$ cat src/rtl/regfile_wb_arbiter.sv
// Register-file write-port arbiter. Pipeline writeback has priority over buffered
// long-latency results. A scoreboard of pending destinations drives the decode stall flags.
module regfile_wb_arbiter #(
    parameter int DATA_WIDTH = 32,
    parameter int REG_DEPTH  = 32,
    parameter int ADDR_WIDTH = 5,
    parameter int RD_DEPTH   = 2,
    parameter int FIFO_DEPTH = 4
) (
    input  logic                         clk,
    input  logic                         rst,
    input  logic                         wb_valid,
    input  logic                         wb_jal,
    input  logic [ADDR_WIDTH-1:0]        wb_rd,
    input  logic [DATA_WIDTH-1:0]        wb_data,
    input  logic                         ll_valid,
    output logic                         ll_ready,
    input  logic [ADDR_WIDTH-1:0]        ll_rd,
    input  logic [DATA_WIDTH-1:0]        ll_data,
    input  logic                         iss_valid,
    input  logic [ADDR_WIDTH-1:0]        iss_rd,
    input  logic [ADDR_WIDTH*RD_DEPTH-1:0] hz_rr,
    output logic [RD_DEPTH-1:0]          hz_stall,
    output logic                         rf_wr,
    output logic                         rf_jal,
    output logic [ADDR_WIDTH-1:0]        rf_rw,
    output logic [DATA_WIDTH-1:0]        rf_d,
    output logic [$clog2(FIFO_DEPTH):0]  fifo_count
);
    localparam int PW = $clog2(FIFO_DEPTH);
    localparam int CW = PW + 1;

    logic [ADDR_WIDTH-1:0] fifo_rd_q   [FIFO_DEPTH];
    logic [DATA_WIDTH-1:0] fifo_data_q [FIFO_DEPTH];
    logic [PW-1:0]         wptr_q, rptr_q;
    logic [CW-1:0]         count_q, count_d;
    logic [REG_DEPTH-1:0]  pend_q, pend_d;
    logic                  rf_wr_q, rf_jal_q;
    logic [ADDR_WIDTH-1:0] rf_rw_q;
    logic [DATA_WIDTH-1:0] rf_d_q;

    logic                  push, pop;
    logic [ADDR_WIDTH-1:0] wb_dst, head_rd;
    logic [DATA_WIDTH-1:0] head_data;

    assign ll_ready  = !rst && (count_q != CW'(FIFO_DEPTH));
    // Results for r0 are handshaken but never stored.
    assign push      = ll_valid && ll_ready && (ll_rd != '0);
    assign pop       = !wb_valid && (count_q != '0);
    assign head_rd   = fifo_rd_q[rptr_q];
    assign head_data = fifo_data_q[rptr_q];
    assign wb_dst    = wb_jal ? ADDR_WIDTH'(31) : wb_rd;

    always_comb begin
        count_d = count_q;
        if (push && !pop)
            count_d = count_q + CW'(1);
        else if (!push && pop)
            count_d = count_q - CW'(1);
    end

    // Clear first so a same-cycle issue to the popped register stays pending.
    always_comb begin
        pend_d = pend_q;
        if (pop)
            pend_d[head_rd] = 1'b0;
        if (iss_valid && (iss_rd != '0))
            pend_d[iss_rd] = 1'b1;
    end

    always_ff @(posedge clk) begin
        if (push) begin
            fifo_rd_q[wptr_q]   <= ll_rd;
            fifo_data_q[wptr_q] <= ll_data;
        end
    end

    always_ff @(posedge clk) begin
        if (rst) begin
            wptr_q   <= '0;
            rptr_q   <= '0;
            count_q  <= '0;
            pend_q   <= '0;
            rf_wr_q  <= 1'b0;
            rf_jal_q <= 1'b0;
            rf_rw_q  <= '0;
            rf_d_q   <= '0;
        end else begin
            count_q <= count_d;
            pend_q  <= pend_d;
            if (push)
                wptr_q <= wptr_q + PW'(1);
            if (pop)
                rptr_q <= rptr_q + PW'(1);
            if (wb_valid) begin
                rf_wr_q  <= (wb_dst != '0);
                rf_jal_q <= wb_jal;
                rf_rw_q  <= wb_dst;
                rf_d_q   <= wb_data;
            end else if (pop) begin
                rf_wr_q  <= (head_rd != '0);
                rf_jal_q <= 1'b0;
                rf_rw_q  <= head_rd;
                rf_d_q   <= head_data;
            end else begin
                rf_wr_q  <= 1'b0;
            end
        end
    end

    // A write sitting in the output register is not yet visible in the file.
    for (genvar i = 0; i < RD_DEPTH; i++) begin : g_hz
        logic [ADDR_WIDTH-1:0] rr;
        assign rr          = hz_rr[ADDR_WIDTH*i +: ADDR_WIDTH];
        assign hz_stall[i] = (rr != '0) && (pend_q[rr] || (rf_wr_q && (rf_rw_q == rr)));
    end

    assign rf_wr      = rf_wr_q;
    assign rf_jal     = rf_jal_q;
    assign rf_rw      = rf_rw_q;
    assign rf_d       = rf_d_q;
    assign fifo_count = count_q;
endmodule

$ cat config.mk
export PLATFORM = sky130hd
export DESIGN_NAME = regfile_wb_arbiter
export DESIGN_NICKNAME = d
export VERILOG_FILES = /design/src/rtl/regfile_wb_arbiter.sv
export SDC_FILE = /design/constraint.sdc
export NUM_CORES = 1
export LEC_CHECK = 0
export ABC_AREA = 1
export ABC_CLOCK_PERIOD_IN_PS = 7000
export BUFFER_PORTS_ARGS = -buffer_cell sky130_fd_sc_hd__buf_2
export CAP_MARGIN = 20
export CORE_ASPECT_RATIO = 1.25
export CORE_MARGIN = 1.5
export CORE_UTILIZATION = 60
export DETAILED_ROUTE_END_ITERATION = 10
export PLACE_DENSITY = 0.83
export SLEW_MARGIN = 40
export SYNTH_ARGS = -nofsm -noshare
export SYNTH_HDL_FRONTEND = slang
export SYNTH_SLANG_ARGS = --single-unit
export TNS_END_PERCENT = 100
$ cat constraint.sdc
create_clock -name clk -period 7 [get_ports clk]
set_input_delay 1.05 -clock clk [delete_from_list [all_inputs] [get_ports clk]]
set_output_delay 1.05 -clock clk [all_outputs]
set_load 0.03 [all_outputs]
# Yosys cells after proc, flatten, opt, wreduce, memory -nomap -nowiden

Memory sizes are Yosys's and may differ from the RTL's. A register that Yosys moved wholly into a read port is not among the register bits.
Cells that the tools add are included.

Bits in registers: 78
RAM bits: 148
Input port bits: 95
Word-level logic and storage cells: 81
Memories kept: 2

Add/subtract/negate cells: 4
$lt $le $gt $ge: 6
Equal/unequal tests: 3
Mux-type cells: 27
Bitwise operators: 3
Reductions and logical operators: 28

Memories:

| name        | depth | width | read ports | clocked after memory_dff | write ports | RTL line | text |
|---|---|---|---|---|---|---|---|
| fifo_data_q | 4     | 32    | 1          | 1                        | 1           | 34       | `logic [DATA_WIDTH-1:0] fifo_data_q [FIFO_DEPTH];` |
| fifo_rd_q   | 4     | 5     | 1          | 1                        | 1           | 33       | `logic [ADDR_WIDTH-1:0] fifo_rd_q [FIFO_DEPTH];` |

Operators with widths:

| cell                                                 | number |
|---|---|
| 2-to-1 mux 32 bit                                    | 4 |
| bitwise AND 32 bit                                   | 1 |
| inverter 32 bit                                      | 1 |
| bitwise OR 32 bit                                    | 1 |
| nonzero test 5 bit                                   | 6 |
| < comparator 5 x 6 -> 1 bit (second input constant)  | 4 |
| 2-to-1 mux 5 bit                                     | 3 |
| logical AND 1 bit                                    | 13 |
| binary-select mux 1 bit (select 5 bit)               | 2 |
| demux 1 bit (select 5 bit)                           | 2 |
| equality test 5 bit                                  | 2 |
| >= comparator 5 x 1 -> 1 bit (second input constant) | 2 |
| 2-to-1 mux 1 bit                                     | 10 |
| 2-to-1 mux 2 bit                                     | 4 |
| 2-to-1 mux 3 bit                                     | 2 |
| adder 2 x 1 -> 2 bit (second input constant)         | 2 |
| zero test 1 bit                                      | 4 |
| nonzero test 2 bit                                   | 2 |
| adder 3 x 1 -> 3 bit (second input constant)         | 1 |
| != test 3 bit (second input constant)                | 1 |
| nonzero test 3 bit                                   | 1 |
| subtractor 3 x 1 -> 3 bit (second input constant)    | 1 |
| logical OR 1 bit                                     | 2 |

# Depth between registers and ports, before layout

Depth in word-level cells: 9
Mapped depth: 13
Mapped depth without buffers: 11

# Worst setup path before layout

No wires, ideal clock.

Path type: in2reg
Start: input port rst
End: memory fifo_data_q[0][0], enable pin
Arrival: 3,572 ps
Data required time: 6,569 ps
Path slack: 2,996 ps
Stages on the path: 3
Buffers on the path: 0
Path through: a21oi_1 > nand3_1 > nor2_1

Word-level cells in the longest chain between the ends: 6

RTL lines:

| item                                   | RTL line | text |
|---|---|---|
| start: declaration                     | 11       | `input logic rst,` |
| zero test 1 bit                        | 46       | `assign ll_ready = !rst && (count_q != CW'(FIFO_DEPTH));` |
| logical AND 1 bit                      | 46       |  |
| logical AND 1 bit (2 in a row)         | 48       | `assign push = ll_valid && ll_ready && (ll_rd != '0);` |
| 2-to-1 mux 1 bit                       | 72       | `if (push) begin` |
| 2-to-1 mux 1 bit (implied by the code) | 74       | `fifo_data_q[wptr_q] <= ll_data;` |
| end: declaration                       | 34       |  |

Every way passes these cells.

# Final worst setup path

Start: input port hz_rr[0]
End: output port hz_stall[0]

Word-level cells in the longest chain between the ends: 4
Elaborated cells between the ends (all ways): 7
Classes of those cells: eq/ne (1); mux (2); reduce/logical (4)

RTL lines:

| item                                                                                 | RTL line | text |
|---|---|---|
| start: declaration                                                                   | 22       | `input logic [ADDR_WIDTH*RD_DEPTH-1:0] hz_rr,` |
| binary-select mux 1 bit (select 5 bit) / equality test 5 bit (equally long branches) | 115      | `assign hz_stall[i] = (rr != '0) && (pend_q[rr] \|\| (rf_wr_q && (rf_rw_q == rr)));` |
| 2-to-1 mux 1 bit (implied by the code) / logical AND 1 bit (equally long branches)   | 115      |  |
| logical OR 1 bit                                                                     | 115      |  |
| logical AND 1 bit *                                                                  | 115      |  |
| end: declaration                                                                     | 23       | `output logic [RD_DEPTH-1:0] hz_stall,` |

Mark *: on every way between the ends. The rest lies on a longest branch, timed or not. The select of a mux whose other input is x is not followed.

==> results.md <==
* Gr ovfl total at 0
* Final number of max-transition violations at 0
* Nets at 1,250
* PwrDens at about 340 mW/mm^2
* Post-CTS sizing at 0
* Pre-Repair DR Iteration Count at 5
* Setup violators final at 0
* Status: finished clean
* Core area at around 0.016 sq mm
* Worst-path clk slew at 60 ps
* Synth Cell Area at 0.00995 sq mm
* Synth cell count leaders: nand2_1 (207), edfxtp_1 (148), o21ai_0 (112)
* Required time worst endpoint at approximately 6000 ps
* Die area at ~0.017 sq mm
* Global-route wire length before repair at 39,400 microns
* Initial antenna violation count at 1
* Total power at 3.85 mW
* Hold Crit Class: flip-flop to flip-flop
* Number of H-tree levels at 1
* CTS sink count at 228
* Unrepaired setup endpoints after global routing: no
* ANT nets after route at 0
* Register area share after synthesis at roughly 61%
* Flops & latches, synth at 228
* Synth Flop Type: edfxtp_1
* Max rail drop VDD at 0.268 mV
* Wirelength per Cell at 17.8 microns
* Final wirelength at approximately 25,000 microns
* CTS tree: built
* Clk pwr share at 30.1%
* Post-DP HPWL at 15,600 microns
* WHS at 467 ps
* Vias in the first global route at 7,886
* Count leader, synth: nand2_1
* Setup bufs post-CTS at 0
* CTS Buf Count at 22
* Synth warnings at 0
* Logic gate share of total power at 27.6%
* Share of layout cells above drive strength 1 at roughly a fifth
* Pleak at 4.50 nW
* Syn_nets at approximately 1,100
* Tightest Pin Transition at between 800 and 900 ps
* Hold_buf cts at 0
* WS Path Type: primary input to primary output
* Post-synth EDFFs at 148
* Number of I/O pins at 140
* FMAX at 0.275 GHz
* Synth area leaders: edfxtp_1 (45%), dfxtp_1 (16%), nand2_1 (7.8%)
* Final hold violations at 0
* Post-synthesis async set-or-reset flop share at 0%
* Cell variety after synth at 37
* Pin count of the biggest net entering global routing at 77
* Area grow syn2layout at 15.3%
* Worst-Skew Late Latency at 490 ps
* Crit path time final at 3630 ps
* Worst-path fanout max at 20
* Syn Inst Count at 1,033
* Int Power at 2.50 mW
* Drt initial violations at roughly 930
* Initial core utilization at between 60 and 70%
* Net Sw Power at around 1.4 mW
* Max_slew headroom at a little under half
* Sw Share at 35.1%
* GPL Wtd Cong at just over 0.9
* Max-cap violations at 0
* Skew final at 8.02 ps
* Final Cell Area at approximately 0.011 sq mm
* Seq pwr share at about 42%
* Via count at 8,223
* Die width at 118 microns
* Crit end category: primary output
* Setup TNS Final at 0 ps
* Period Utilization, post-route at 51.9%
* Top cell type's share of synthesized area at 44.7%
* Clock Path Buffers at 3
* Average cell area after synthesis at 9.64 sq um
* Routed vias/inst at 5.95
* Clock root buffer: clkbuf_16
* Die height at 147 microns
* Tot GR Track Use at 28.2%
* DR DRC count at 0
* # rows at 52
* IO Port Bufs at 139
* Worst path arrival time at 2580 ps
* DP Area at approximately 0.011 sq mm
* Dominant cell type by area after synthesis: edfxtp_1
* Crit start category: primary input
==> power by group through the flow <==
stage / Combinational [mW] / Sequential (mW) / Clock, mW
final: 1.06 / 1.63 / 1.16
after global routing: 1.15 / 1.65 / 1.22
after CTS: 1.06 / 1.63 / 1.16
after detailed placement: 1.05 / 1.66 / 0
after global placement: 1.01 / 1.65 / 0
after floorplan: 0.618 / 1.80 / 0
==> metal layers <==
metal	global-route usage [%]	up-vias	wire (microns)
met2	48.4	436	12200
met3	5.28	67	2080
met5	0	-	0
met1	35.5	3886	9660
met4	11.2	0	738
li1	-	3834	-
==> cell families after synthesis <==
group	after synthesis	share of synthesized area (%)
AOI/OAI and AO/OA	271	14.9
adders and majority gates	6	0.830
buffers and inverters	130	5.42
DFF	228	60.7
and+or+nand+nor	398	18.1
==> flip-flops by register name, indices dropped and copies added (netlist names), named ones only <==
signal,flops
fifo_data_q,128
pend_q,32
rf_d,32
fifo_rd_q,20
rf_rw,5
fifo_count,3
rptr_q,2
wptr_q,2
rf_jal,1
rf_wr,1
==> worst max-delay path, cell delays in order <==
cell and delay, ps:
buf_2 300, inv_1 320, nand2_1 150, nand3_1 80, nand3_1 100, nand3_1 80
nand2_1 60, nand2_1 50, nand3_1 80, nand2_1 60, inv_1 60, buf_2 190
==> placed cells by master, fill, tap and decap left out, types with 8 or more instances in the layout <==
master     instances
nand2_1          207
edfxtp_1         148
buf_2            139
o21ai_0          112
nor2_1            85
dfxtp_1           79
inv_1             67
nand3_1           61
a21oi_1           43
o22ai_1           37
a31oi_1           37
o21ai_1           34
clkbuf_16         23
nand2_2           10
nor2_4             9
nand2_4            8
==> final timing paths <==
| check | startpoint | endpoint | slack [ps] | depth (start not counted) |
|---|---|---|---|---|
| min reg2reg | rf_jal$_SDFFE_PP0P_ | rf_jal$_SDFFE_PP0P_ | 470 | 2 |
| min | rf_jal$_SDFFE_PP0P_ | rf_jal$_SDFFE_PP0P_ | 470 | 2 |
| max reg2reg | fifo_count[0]$_SDFFE_PP0P_ | fifo_data_q[3][10]$_DFFE_PP_ | 4250 | 5 |
| max | hz_rr[0] | hz_stall[0] | 3370 | 12 |
==> stage by stage <==
stage / util (%) / setup WS (ps) / cells
floorplan: - / 3000 / 1033
global placement: 66.4 / 3370 / 1341
detailed placement: 66.4 / 3270 / 1341
CTS: 70.8 / 3400 / 1381
global route: 70.8 / 3160 / 1382
finish: 70.8 / 3370 / 1382
==> final cells by class <==
cell class	instances	area, sq um
flip-flops and latches	228	6050
fillers	1182	4730
multi-input cells	675	3400
repair buffers	145	741
clock buffers	26	597
inverters	77	302
well taps	216	270
clock inverters	14	118
diodes	1	2.50
Power figures use the tool's default switching activity.
